## src/rtl/mdu_pkg.sv

```systemverilog
// Shared definitions for the multiply/divide unit.
// Holds the op encodings, the FSM state encoding and the default operand width.
package mdu_pkg;

  localparam int DEFAULT_WIDTH = 32;

  typedef enum logic [2:0] {
    OP_MULT  = 3'd0,
    OP_MULTU = 3'd1,
    OP_DIV   = 3'd2,
    OP_DIVU  = 3'd3,
    OP_MTHI  = 3'd4,
    OP_MTLO  = 3'd5,
    OP_RSV6  = 3'd6,
    OP_RSV7  = 3'd7
  } op_e;

  typedef enum logic [1:0] {
    S_IDLE  = 2'd0,
    S_BUSY  = 2'd1,
    S_FIXUP = 2'd2,
    S_DONE  = 2'd3
  } state_e;

endpackage

```

## src/rtl/mult_div_unit_if.sv

```systemverilog
// Request/result bundle between a pipeline front end and the multiply/divide unit.
// The master drives requests and operands; the slave (the unit) returns status and HI/LO.
interface mult_div_unit_if #(
  parameter int WIDTH = mdu_pkg::DEFAULT_WIDTH
) ();

  logic             start_i;
  logic [2:0]       op_i;
  logic [WIDTH-1:0] rs_data_i;
  logic [WIDTH-1:0] rt_data_i;
  logic             busy_o;
  logic             done_o;
  logic             div_by_zero_o;
  logic [WIDTH-1:0] hi_o;
  logic [WIDTH-1:0] lo_o;

  modport master (
    output start_i, op_i, rs_data_i, rt_data_i,
    input  busy_o, done_o, div_by_zero_o, hi_o, lo_o
  );

  modport slave (
    input  start_i, op_i, rs_data_i, rt_data_i,
    output busy_o, done_o, div_by_zero_o, hi_o, lo_o
  );

endinterface

```

## src/rtl/mdu_sign_fix.sv

```systemverilog
// Conditional two's-complement negation: yields a magnitude from a signed value,
// or re-applies a sign to an unsigned result.
module mdu_sign_fix #(
  parameter int W = 32
) (
  input  logic [W-1:0] value_i,
  input  logic         negate_i,
  output logic [W-1:0] value_o
);

  assign value_o = negate_i ? (~value_i + W'(1)) : value_i;

endmodule

```

## src/rtl/mult_div_unit.sv

```systemverilog
// Iterative multiply/divide unit with HI/LO result registers.
// One shift-add or restoring-subtract step per cycle on operand magnitudes, then a sign fixup.
module mult_div_unit
  import mdu_pkg::*;
#(
  parameter int WIDTH = DEFAULT_WIDTH
) (
  input  logic             clk,
  input  logic             reset,
  mult_div_unit_if.slave   bus
);

  localparam int CW = $clog2(WIDTH);

  state_e             state_q, state_d;
  logic [CW-1:0]      cnt_q, cnt_d;
  logic [2*WIDTH-1:0] acc_q, acc_d;
  logic [WIDTH-1:0]   opb_q, opb_d;
  logic               is_div_q, is_div_d;
  logic               neg_q_q, neg_q_d;
  logic               neg_r_q, neg_r_d;
  logic               dz_q, dz_d;
  logic [WIDTH-1:0]   hi_q, hi_d;
  logic [WIDTH-1:0]   lo_q, lo_d;

  op_e                op_in;
  logic               signed_op;
  logic               div_op;
  logic               rs_neg, rt_neg;
  logic [WIDTH-1:0]   mag_a, mag_b;
  logic [2*WIDTH-1:0] prod_fix;
  logic [WIDTH-1:0]   quot_fix, rem_fix;
  logic [WIDTH:0]     mul_sum;
  logic [WIDTH:0]     div_trial;

  assign op_in     = op_e'(bus.op_i);
  assign signed_op = (op_in == OP_MULT) || (op_in == OP_DIV);
  assign div_op    = (op_in == OP_DIV) || (op_in == OP_DIVU);
  assign rs_neg    = signed_op && bus.rs_data_i[WIDTH-1];
  assign rt_neg    = signed_op && bus.rt_data_i[WIDTH-1];

  mdu_sign_fix #(.W(WIDTH)) u_mag_a (
    .value_i(bus.rs_data_i), .negate_i(rs_neg), .value_o(mag_a));

  mdu_sign_fix #(.W(WIDTH)) u_mag_b (
    .value_i(bus.rt_data_i), .negate_i(rt_neg), .value_o(mag_b));

  mdu_sign_fix #(.W(2*WIDTH)) u_fix_prod (
    .value_i(acc_q), .negate_i(neg_q_q), .value_o(prod_fix));

  mdu_sign_fix #(.W(WIDTH)) u_fix_quot (
    .value_i(acc_q[WIDTH-1:0]), .negate_i(neg_q_q), .value_o(quot_fix));

  mdu_sign_fix #(.W(WIDTH)) u_fix_rem (
    .value_i(acc_q[2*WIDTH-1:WIDTH]), .negate_i(neg_r_q), .value_o(rem_fix));

  // Multiply keeps {partial, multiplier}; divide keeps {remainder, dividend->quotient}.
  assign mul_sum   = {1'b0, acc_q[2*WIDTH-1:WIDTH]} +
                     {1'b0, (acc_q[0] ? opb_q : {WIDTH{1'b0}})};
  assign div_trial = acc_q[2*WIDTH-1:WIDTH-1] - {1'b0, opb_q};

  always_comb begin
    state_d  = state_q;
    cnt_d    = cnt_q;
    acc_d    = acc_q;
    opb_d    = opb_q;
    is_div_d = is_div_q;
    neg_q_d  = neg_q_q;
    neg_r_d  = neg_r_q;
    dz_d     = dz_q;
    hi_d     = hi_q;
    lo_d     = lo_q;

    case (state_q)
      S_IDLE: begin
        if (bus.start_i) begin
          if (!bus.op_i[2]) begin
            acc_d    = {{WIDTH{1'b0}}, mag_a};
            opb_d    = mag_b;
            is_div_d = div_op;
            dz_d     = div_op && (bus.rt_data_i == '0);
            // A zero divisor keeps LO all ones, so the quotient sign is never applied.
            neg_q_d  = (rs_neg ^ rt_neg) && !(div_op && (bus.rt_data_i == '0));
            neg_r_d  = div_op && rs_neg;
            cnt_d    = '0;
            state_d  = S_BUSY;
          end else if (op_in == OP_MTHI) begin
            hi_d = bus.rs_data_i;
          end else if (op_in == OP_MTLO) begin
            lo_d = bus.rs_data_i;
          end
        end
      end

      S_BUSY: begin
        if (is_div_q) begin
          acc_d = div_trial[WIDTH] ? {acc_q[2*WIDTH-2:0], 1'b0}
                                   : {div_trial[WIDTH-1:0], acc_q[WIDTH-2:0], 1'b1};
        end else begin
          acc_d = {mul_sum, acc_q[WIDTH-1:1]};
        end
        cnt_d = cnt_q + CW'(1);
        if (cnt_q == CW'(WIDTH-1)) begin
          cnt_d   = '0;
          state_d = S_FIXUP;
        end
      end

      S_FIXUP: begin
        if (is_div_q) begin
          hi_d = rem_fix;
          lo_d = quot_fix;
        end else begin
          {hi_d, lo_d} = prod_fix;
        end
        state_d = S_DONE;
      end

      S_DONE: state_d = S_IDLE;

      default: state_d = S_IDLE;
    endcase
  end

  always_ff @(posedge clk) begin
    if (reset) begin
      state_q  <= S_IDLE;
      cnt_q    <= '0;
      acc_q    <= '0;
      opb_q    <= '0;
      is_div_q <= 1'b0;
      neg_q_q  <= 1'b0;
      neg_r_q  <= 1'b0;
      dz_q     <= 1'b0;
      hi_q     <= '0;
      lo_q     <= '0;
    end else begin
      state_q  <= state_d;
      cnt_q    <= cnt_d;
      acc_q    <= acc_d;
      opb_q    <= opb_d;
      is_div_q <= is_div_d;
      neg_q_q  <= neg_q_d;
      neg_r_q  <= neg_r_d;
      dz_q     <= dz_d;
      hi_q     <= hi_d;
      lo_q     <= lo_d;
    end
  end

  assign bus.busy_o        = (state_q != S_IDLE);
  assign bus.done_o        = (state_q == S_DONE);
  assign bus.div_by_zero_o = (state_q == S_DONE) && dz_q;
  assign bus.hi_o          = hi_q;
  assign bus.lo_o          = lo_q;

endmodule

```

## src/flat_wrapper.sv

```systemverilog
// flat-port wrapper written by rule: the top's interface ports become plain ports
module mult_div_unit_flat import mdu_pkg::*;
#(
  parameter int WIDTH = DEFAULT_WIDTH
)
  (clk, reset, bus_start_i, bus_op_i, bus_rs_data_i, bus_rt_data_i, bus_busy_o, bus_done_o, bus_div_by_zero_o, bus_hi_o, bus_lo_o);
  mult_div_unit_if #(.WIDTH(WIDTH)) bus_i ();
  input  logic clk;
  input  logic reset;
  input wire logic [$bits(bus_i.start_i)-1:0] bus_start_i;
  input wire logic [$bits(bus_i.op_i)-1:0] bus_op_i;
  input wire logic [$bits(bus_i.rs_data_i)-1:0] bus_rs_data_i;
  input wire logic [$bits(bus_i.rt_data_i)-1:0] bus_rt_data_i;
  output wire logic [$bits(bus_i.busy_o)-1:0] bus_busy_o;
  output wire logic [$bits(bus_i.done_o)-1:0] bus_done_o;
  output wire logic [$bits(bus_i.div_by_zero_o)-1:0] bus_div_by_zero_o;
  output wire logic [$bits(bus_i.hi_o)-1:0] bus_hi_o;
  output wire logic [$bits(bus_i.lo_o)-1:0] bus_lo_o;
  assign bus_i.start_i = bus_start_i;
  assign bus_i.op_i = bus_op_i;
  assign bus_i.rs_data_i = bus_rs_data_i;
  assign bus_i.rt_data_i = bus_rt_data_i;
  assign bus_busy_o = bus_i.busy_o;
  assign bus_done_o = bus_i.done_o;
  assign bus_div_by_zero_o = bus_i.div_by_zero_o;
  assign bus_hi_o = bus_i.hi_o;
  assign bus_lo_o = bus_i.lo_o;
  mult_div_unit #(.WIDTH(WIDTH)) u_core (.clk(clk), .reset(reset), .bus(bus_i));
endmodule
```

## config.mk

```make
export PLATFORM = sky130hd
export DESIGN_NAME = mult_div_unit_flat
export DESIGN_NICKNAME = d
export VERILOG_FILES = /design/src/rtl/mdu_pkg.sv /design/src/rtl/mult_div_unit_if.sv /design/src/rtl/mdu_sign_fix.sv /design/src/rtl/mult_div_unit.sv /design/src/flat_wrapper.sv
export SDC_FILE = /design/constraint.sdc
export NUM_CORES = 1
export LEC_CHECK = 0
export CORE_AREA = 2 2 163 165
export DETAILED_ROUTE_END_ITERATION = 8
export DIE_AREA = 0 0 165 167
export PLACE_DENSITY = 0.86
export SKIP_LAST_GASP = 1
export SLEW_MARGIN = 20
export SYNTH_ARGS = -nofsm -noshare
export SYNTH_HDL_FRONTEND = slang
export SYNTH_SLANG_ARGS = --single-unit
```

## constraint.sdc

```tcl
create_clock -name clk -period 9.1 [get_ports clk]
set_input_delay 2.275 -clock clk [delete_from_list [all_inputs] [get_ports clk]]
set_output_delay 2.275 -clock clk [all_outputs]
set_load 0.02 [all_outputs]
```

After elaboration in Yosys (flattened, before gate mapping)
Cells that the tools add are included.
{"block": "totals", "reg_bits": 171, "word_cells": 90}
{"block": "classes", "n_bitwise": 7, "add_sub_neg": 8, "reduce_logical": 20, "eq_ne": 15, "n_mux": 30}
{"op": "two-way mux 32 bit", "count": 14}
{"op": "two-way mux 64 bit", "count": 5}
{"op": "adder 32 x 1 -> 32 bit (second input constant)", "count": 4}
{"op": "inverter 32 bit", "count": 4}
{"op": "one-hot mux 32 bit (2 select lines)", "count": 2}
{"op": "one-hot mux 64 bit (2 select lines)", "count": 1}
{"op": "adder 64 x 1 -> 64 bit (second input constant)", "count": 1}
{"op": "inverter 64 bit", "count": 1}
{"op": "adder 32 x 32 -> 33 bit", "count": 1}
{"op": "subtractor 33 x 32 -> 33 bit", "count": 1}
{"op": "logical NOT 32 bit", "count": 1}
{"op": "two-way mux 5 bit", "count": 3}
{"op": "one-hot mux 5 bit (2 select lines)", "count": 1}
{"op": "AND reduction 3 bit", "count": 3}
{"op": "inequality test 2 bit (second input constant)", "count": 4}
{"op": "one-hot mux 2 bit (4 select lines)", "count": 1}
{"op": "equality test 3 x 2 -> 1 bit (second input constant)", "count": 2}
{"op": "equality test 3 bit (second input constant)", "count": 2}
{"op": "logical AND 1 bit", "count": 6}
{"op": "two-way mux 2 bit", "count": 3}
{"op": "inequality test 2 x 1 -> 1 bit (second input constant)", "count": 3}
{"op": "nonzero test 2 bit", "count": 3}
{"op": "adder 5 x 1 -> 5 bit (second input constant)", "count": 1}
{"op": "equality test 5 bit (second input constant)", "count": 1}
{"op": "other kinds (10)", "count": 12}

Depth between registers and ports, before layout
Gate-level depths: netlist (run 1).
{"block": "depth", "word_depth": 7, "ltp_mapped": 14, "ltp_nobuf": 13}

Modules after synthesis
Synthesis (run 1) repeated with hierarchy kept, for this count alone.
{"block": "unflattened", "hier_cells": 2147, "area_unflattened_um2": 16702.3}
{"mod": "mult_div_unit", "seq_area_each_um2": 3423.3, "cells_each": 1545, "area_each_um2": 11945.2, "instances": 1}
{"mod": "mdu_sign_fix (u_core.u_fix_quot ...)", "seq_area_each_um2": 0.0, "cells_each": 99, "area_each_um2": 777.0, "instances": 4}
{"mod": "mdu_sign_fix (u_core.u_fix_prod)", "seq_area_each_um2": 0.0, "cells_each": 206, "area_each_um2": 1649.1, "instances": 1}

Worst setup path before layout (run 1)
No wires, ideal clock.
{"block": "synth_path", "kind": "input -> register", "from": "in bus_rt_data_i[4]", "to": "reg u_core.opb_q[29]", "n_path_buf": 0, "path_stages": 9, "setup_slack_ns": 4.528, "t_arrival_ns": 4.486, "required_ns": 9.014, "path_cell_list": "or4_1 nor4_2 and3b_1 nand3_1 nor4_1 nand2_1 o31ai_1 xor2_1 a211oi_1"}
{"block": "synth_between", "elab_chain_cells": 3}
{"item": "start: declaration", "line": "flat_wrapper.sv:13", "text": "input wire logic [$bits(bus_i.rt_data_i)-1:0] bus_rt_data_i;"}
{"item": "inverter 32 bit", "line": "mdu_sign_fix.sv:11", "text": "assign value_o = negate_i ? (~value_i + W'(1)) : value_i;"}
{"item": "adder 32 x 1 -> 32 bit", "line": "mdu_sign_fix.sv:11"}
{"item": "two-way mux 32 bit", "line": "mdu_sign_fix.sv:11"}
{"item": "end signal: assignment", "line": "mult_div_unit.sv:141", "text": "opb_q <= opb_d;"}
{"item": "end: declaration", "line": "mult_div_unit.sv:18", "text": "logic [WIDTH-1:0] opb_q, opb_d;"}
No other way between the ends.
A chain may end at the register's enable or synchronous reset.

Final worst setup path (run 1)
{"block": "layout_path", "from": "in bus_rt_data_i[2]", "to": "reg u_core.opb_q[27]"}
The elaborated chain is that of the path after synthesis.

==> results.toml, run 1 <==
[synth]
synthesis.area_um2 = 14000
ys.flop_type = "dfxtp_1"
synthCells = 1905
ys_ff_latch = 171
synth_adder_area_share_pct = 6.90
synth-compound-area-share_pct = 28.8
synth_cell_types = 80
synth_mux_area_share_pct = 4.12
synth-seq-area-share_pct = 24.5
synth.net_count = 2051
avgSynthCellArea_um2 = 7.35
synthSimpleGateAreaFrac_pct = 20.3
synth_edf_count = 0
synth-xor-area-share_pct = 9.95
synth_top_family_by_area = "compound AO/OA/AOI/OAI gates"
synthArstFlopShare_pct = 0
ys_warn_count = 0

[routing]
drt-initial-drc-count = 1975
drt_pass1_iterations = 6
ant_nets = 0
route.met2.wl_um = 20600
routed_wirelength_um = 46600
viasPerCell = 6.51
wl_met1_um = 19300
vias = 15000
wl_per_cell_um = 20.2
drc = 0
top_layer = "met4"
wl_met3_um = 4280

[global_routing]
grt_start_max_net_pins = 98
grt_pass1_wl_um = 74200
grt.overflow.total = 0
track_usage_pct = 33.6
grt_pass1_vias = 13900
antenna_found_initial = 0

[clocking]
clkSinkCount = 171
numCtsBuffers = 17
cts_buffer_depth = 2
cts_resized = 0
htree_num_levels = 4
cts_tree = "done"
cts-root-buf = "clkbuf_16"
hold_buffers = 0
cts_setup_buffers = 0
insertion_delay_ns = 0.46
clk_pin_slew_ns = 0.07

[floorplan]
die_area_um2 = 27600
fp.dieH_um = 167
die_w_um = 165
start_util_pct = 54.3
fp-row-count = 59
num_io_pins = 137
core_um2 = 25800

[worst_setup_path]
r2r_slack_ns = 4.70
crit_fanout = 6
r2r-start = "u_core.acc_q[32]"
crit_path_start_kind = "primary input"
r2r_end = "u_core.acc_q[54]"
critPathKind = "primary input to flop"
worst_setup_path_end_kind = "flop"
cp_data_arrival_time_ns = 5.39
critPathRequiredTime_ns = 9.45
rr_worst_depth = 12

[hold_path]
hold-path-endpoint = "u_core.bus.hi_o[11]"
hold_depth = 2
hold_class = "flop to flop"
hp-start = "u_core.bus.hi_o[11]"

[sta]
slew_headroom_pct = 27.8
fin_crit_sh_pct = 55.4
fmax_ghz = 0.198
finalSetupTns_ns = 0
post-route-min-period_ns = 5.04
rsz0062_at_grt = "false"
setup_viol = 0
final_hold_viol_count = 0
slew_violations = 0
fin_worst_skew_ns = 0.0188
worstMarginPinSlew_ns = 1.08

[cells_and_area]
syn2layout_area_growth_pct = 15.1
fin_nets = 2105
drive_above_1_share_pct = 4.26
antenna_cells = 0

[status]
outcome = "finished, final reports clean"

[placed_design]
dp_hpwl_um = 34800
portBuffers = 136
gp_congestion = 0.981

[pwr]
power.density_nw_per_um2 = 196
ir_worst_vdd_uv = 147
leakage_nw = 6.06
power_mw = 3.15

[job]
cap_viol_max_count = 0
==> cell usage in the layout (no fill, tap or decap), types with 18 or more instances in the layout <==
master / synthesis / layout
dfxtp_1: 171 / 170
nand3_1: 29 / 29
nor3_1: 31 / 29
inv_1: 80 / 80
ha_1: 74 / 72
mux2i_1: 52 / 52
clkdlybuf4s50_1: 0 / 135
buf_4: 0 / 19
nand2_1: 175 / 175
o31ai_1: 28 / 28
a22oi_1: 18 / 18
xnor2_1: 78 / 78
o21ai_0: 127 / 126
or3_1: 27 / 27
xor2_1: 81 / 80
a31oi_1: 20 / 20
a211oi_1: 84 / 84
nor2_1: 247 / 245
o211ai_1: 36 / 36
nand2b_1: 21 / 21
a21o_1: 28 / 28
a21oi_1: 177 / 176
==> state kept, by name, indices dropped and copies added, names as in the netlist <==
signal           flops
u_core.bus.lo_o     32
u_core.bus.hi_o     32
u_core.neg_q_q       1
u_core.cnt_q         5
u_core.acc_q        64
u_core.is_div_q      1
u_core.opb_q        32
u_core.neg_r_q       1
u_core.state_q       2
u_core.dz_q          1
==> stage by stage <==
stage	cells	hold WS, ns	util, %	cell area (um2)	setup slack (ns)
after floorplan	1905	0.436	-	14000	4.53
after global routing	2306	0.502	62.5	16100	3.75
after CTS	2306	0.466	62.5	16100	4.07
after detailed placement	2275	0.457	60.2	15500	3.66
final	2306	0.472	62.5	16100	4.06
after global placement	2275	0.447	60.2	15500	3.80
==> power breakdown <==
group | internal [mW] | total, mW | switching (mW)
sequential | 0.846 | 0.971 | 0.126
clock | 0.398 | 0.756 | 0.359
combinational | 0.509 | 1.42 | 0.914
==> layout make-up <==
cell class / count / area [um2]
Multi-Input combinational cell: 1535 / 9880
Fill cell: 2269 / 9660
Sequential cell: 171 / 3420
Timing Repair Buffer: 154 / 1490
Clock buffer: 18 / 439
Tap cell: 335 / 419
Inverter: 80 / 300
Clock inverter: 13 / 153
==> logic make-up (layout without fill, tap and decap cells) <==
logic type | Yosys count | after routing
flops | 171 | 171
mux | 57 | 57
simple gates | 619 | 619
buf+inv | 199 | 265
compound gates | 624 | 624
fa+ha+maj | 76 | 76
xor+xnor | 159 | 159
==> worst max-delay path, stage by stage <==
cell	delay, ns
clkdlybuf4s50_1	0.50
or4_1	0.56
nor4_2	0.27
and3b_1	0.29
nand3_1	0.11
nor4_1	0.45
nand2_1	0.23
o31ai_1	0.32
xor2_1	0.13
a211oi_1	0.26
==> cells in the mapped netlist, types with 20 or more instances <==
library cell	n	area share, %
a211oi_1	84	4.5
xor2_1	81	5.1
nand2_1	175	4.7
ha_1	74	6.6
clkbuf_1	102	2.7
o211ai_1	36	1.9
xnor2_1	78	4.9
a21oi_1	177	6.3
nand2b_1	21	0.94
o21ai_0	127	4.5
or3_1	27	1.2
o31ai_1	28	1.5
nand3_1	29	1.0
mux2i_1	52	3.7
nor2_1	247	6.6
dfxtp_1	171	24
a21o_1	28	1.5
nor3_1	31	1.1
inv_1	80	2.1
a31oi_1	20	0.89
==> per-layer routing <==
| layer | global-route usage, % | up-vias |
|---|---|---|
| met1 | 44.9 | 6986 |
| met3 | 5.43 | 167 |
| met4 | 16.4 | 0 |
| li1 | - | 7009 |
| met5 | 0 | - |
| met2 | 52.4 | 845 |
==> worst max path at each step <==
stage	from	endpoint	cells after the start
after floorplan	bus_rt_data_i[4]	u_core.opb_q[29]	9
after global placement	bus_rt_data_i[4]	u_core.opb_q[29]	10
after detailed placement	bus_rt_data_i[4]	u_core.opb_q[27]	10
after CTS	bus_rt_data_i[2]	u_core.opb_q[27]	10
after global routing	bus_rt_data_i[2]	u_core.opb_q[27]	10
final	bus_rt_data_i[2]	u_core.opb_q[27]	10
(Power assumes the default switching activity.)
==> inputs of run 2 (changes only) <==
==> constraint.sdc (replaced) <==
create_clock -name clk -period 5.25 [get_ports clk]
set_input_delay 1.3125 -clock clk [delete_from_list [all_inputs] [get_ports clk]]
set_output_delay 1.3125 -clock clk [all_outputs]
set_load 0.02 [all_outputs]
==> run 2 against run 1 <==
  * Critical path depth unchanged
  * Sequential power increased by 73%
  * Clock skew decreased by 0.0019 ns
  * Power increased by 75%
  * Routed wire length increased by 4.0%
  * Largest power group unchanged
==> results.toml, run 2 (same netlist as run 1, synthesis figures left out) <==
[sta]
post-route-min-period_ns = 4.12
fmax_ghz = 0.243
rsz0062_at_grt = "false"
slew_violations = 0
final_hold_viol_count = 0
worstMarginPinSlew_ns = 1.04
setup_viol = 0
fin_crit_sh_pct = 78.4
slew_headroom_pct = 30.1
finalSetupTns_ns = 0
fin_worst_skew_ns = 0.0169
holdWs_ns = 0.474

[global_routing]
grt_pass1_vias = 14000
antenna_found_initial = 0
track_usage_pct = 34.7
grt_pass1_wl_um = 75700
grt.overflow.total = 0
grt_start_max_net_pins = 97

[pwr]
leakage_nw = 6.09
power.density_nw_per_um2 = 341
ir_worst_vdd_uv = 243

[routing]
drc = 0
routed_wirelength_um = 48400
vias = 15200
viasPerCell = 6.57
drt-initial-drc-count = 1991
drt_pass1_iterations = 8
wl_per_cell_um = 20.9
ant_nets = 0

[worst_setup_path]
max_stage_delay_ns = 0.60
worst-path-stages = 10
cp_data_arrival_time_ns = 4.46
crit_family = "simple AND/OR/NAND/NOR gates"
path_buf_inv = 1
crit_path_top_delay_cell = "or4_1"
critPathKind = "primary input to flop"
critPathRequiredTime_ns = 5.59
crit_path_start_kind = "primary input"
worst_setup_path_end_kind = "flop"
rr_worst_depth = 12
crit_fanout = 5
r2r_slack_ns = 1.14
cp_cell_sequence = "clkdlybuf4s50_1 -> or4_1 -> nor4_2 -> and3b_1 -> nand3_1 -> nor4_1 -> nand2_1 -> o31ai_1 -> xor2_1 -> a211oi_1"

[clocking]
hold_buffers = 0
htree_num_levels = 4
cts_resized = 0
cts_tree = "done"
cts-root-buf = "clkbuf_16"
insertion_delay_ns = 0.45
clkSinkCount = 171
cts_setup_buffers = 0
cts_buffer_depth = 2
numCtsBuffers = 17
clk_pin_slew_ns = 0.07

[floorplan]
fp-row-count = 59
start_util_pct = 54.3
die_area_um2 = 27600
fp.dieH_um = 167
core_um2 = 25800
die_w_um = 165
num_io_pins = 137

[cells_and_area]
final_area_um2 = 16200
antenna_cells = 0
largest_reg_flops = 64
fin_nets = 2111
top_register = "u_core.acc_q"
final_util_pct = 62.8
drive_above_1_share_pct = 4.55
syn2layout_area_growth_pct = 15.5
nFillCells = 2250
final_cell_mix = "245 x nor2_1, 176 x a21oi_1, 175 x nand2_1"
mostFrequentLayoutCell = "nor2_1"

[placed_design]
portBuffers = 136
dp_hpwl_um = 36000
gp_congestion = 0.972
place_area_um2 = 15600

[hold_path]
hold_class = "flop to flop"
hold_depth = 2

[job]
cap_viol_max_count = 0

[status]
outcome = "finished, final reports clean"
run 2: worst reg2reg max path, delay by kind of cell (launching register included):
family,cells,cell delay [ns]
adder cells (fa/ha/maj),1,0.43
multiplexers,1,0.20
AO/OA/AOI/OAI,6,1.43
AND/OR/NAND/NOR,1,0.19
flip-flops,1,0.52
XOR/XNOR,1,0.72
buffers and inverters,2,0.51
run 2: area by class of cell:
class	instances	area [um2]	area share (%)
well taps	335	419	2.59
clock inverters	13	150	0.929
flip-flops and latches	171	3420	21.2
clock buffers	19	443	2.74
inverters	80	300	1.86
multi-input cells	1535	9890	61.2
repair buffers	160	1540	9.52
run 2: per-stage QoR:
stage	total power, mW	instances	worst slack (ns)
detailed placement	4.13	2281	0.712
global placement	4.07	2281	0.892
global route	5.78	2313	0.793
finish	5.52	2313	1.13
CTS	5.43	2313	1.17
floorplan	3.34	1905	1.64
run 2: path summary, 6_finish.rpt:
kind                             from                   to
hold reg to reg   u_core.bus.hi_o[16]  u_core.bus.hi_o[16]
hold / removal    u_core.bus.hi_o[16]  u_core.bus.hi_o[16]
setup / recovery     bus_rt_data_i[4]     u_core.opb_q[29]
setup reg to reg     u_core.acc_q[32]     u_core.acc_q[40]
run 2: report_power, final:
part	switching (mW)	internal [mW]
clock network	0.632	0.691
logic	1.62	0.892
registers	0.219	1.47
total	2.47	3.05
run 2: routing by layer:
layer / GRT usage (%) / wire length [um]
met5: 0 / 0
met4: 18.5 / 2850
met3: 6.30 / 4770
met2: 55.4 / 21700
met1: 44.1 / 19100
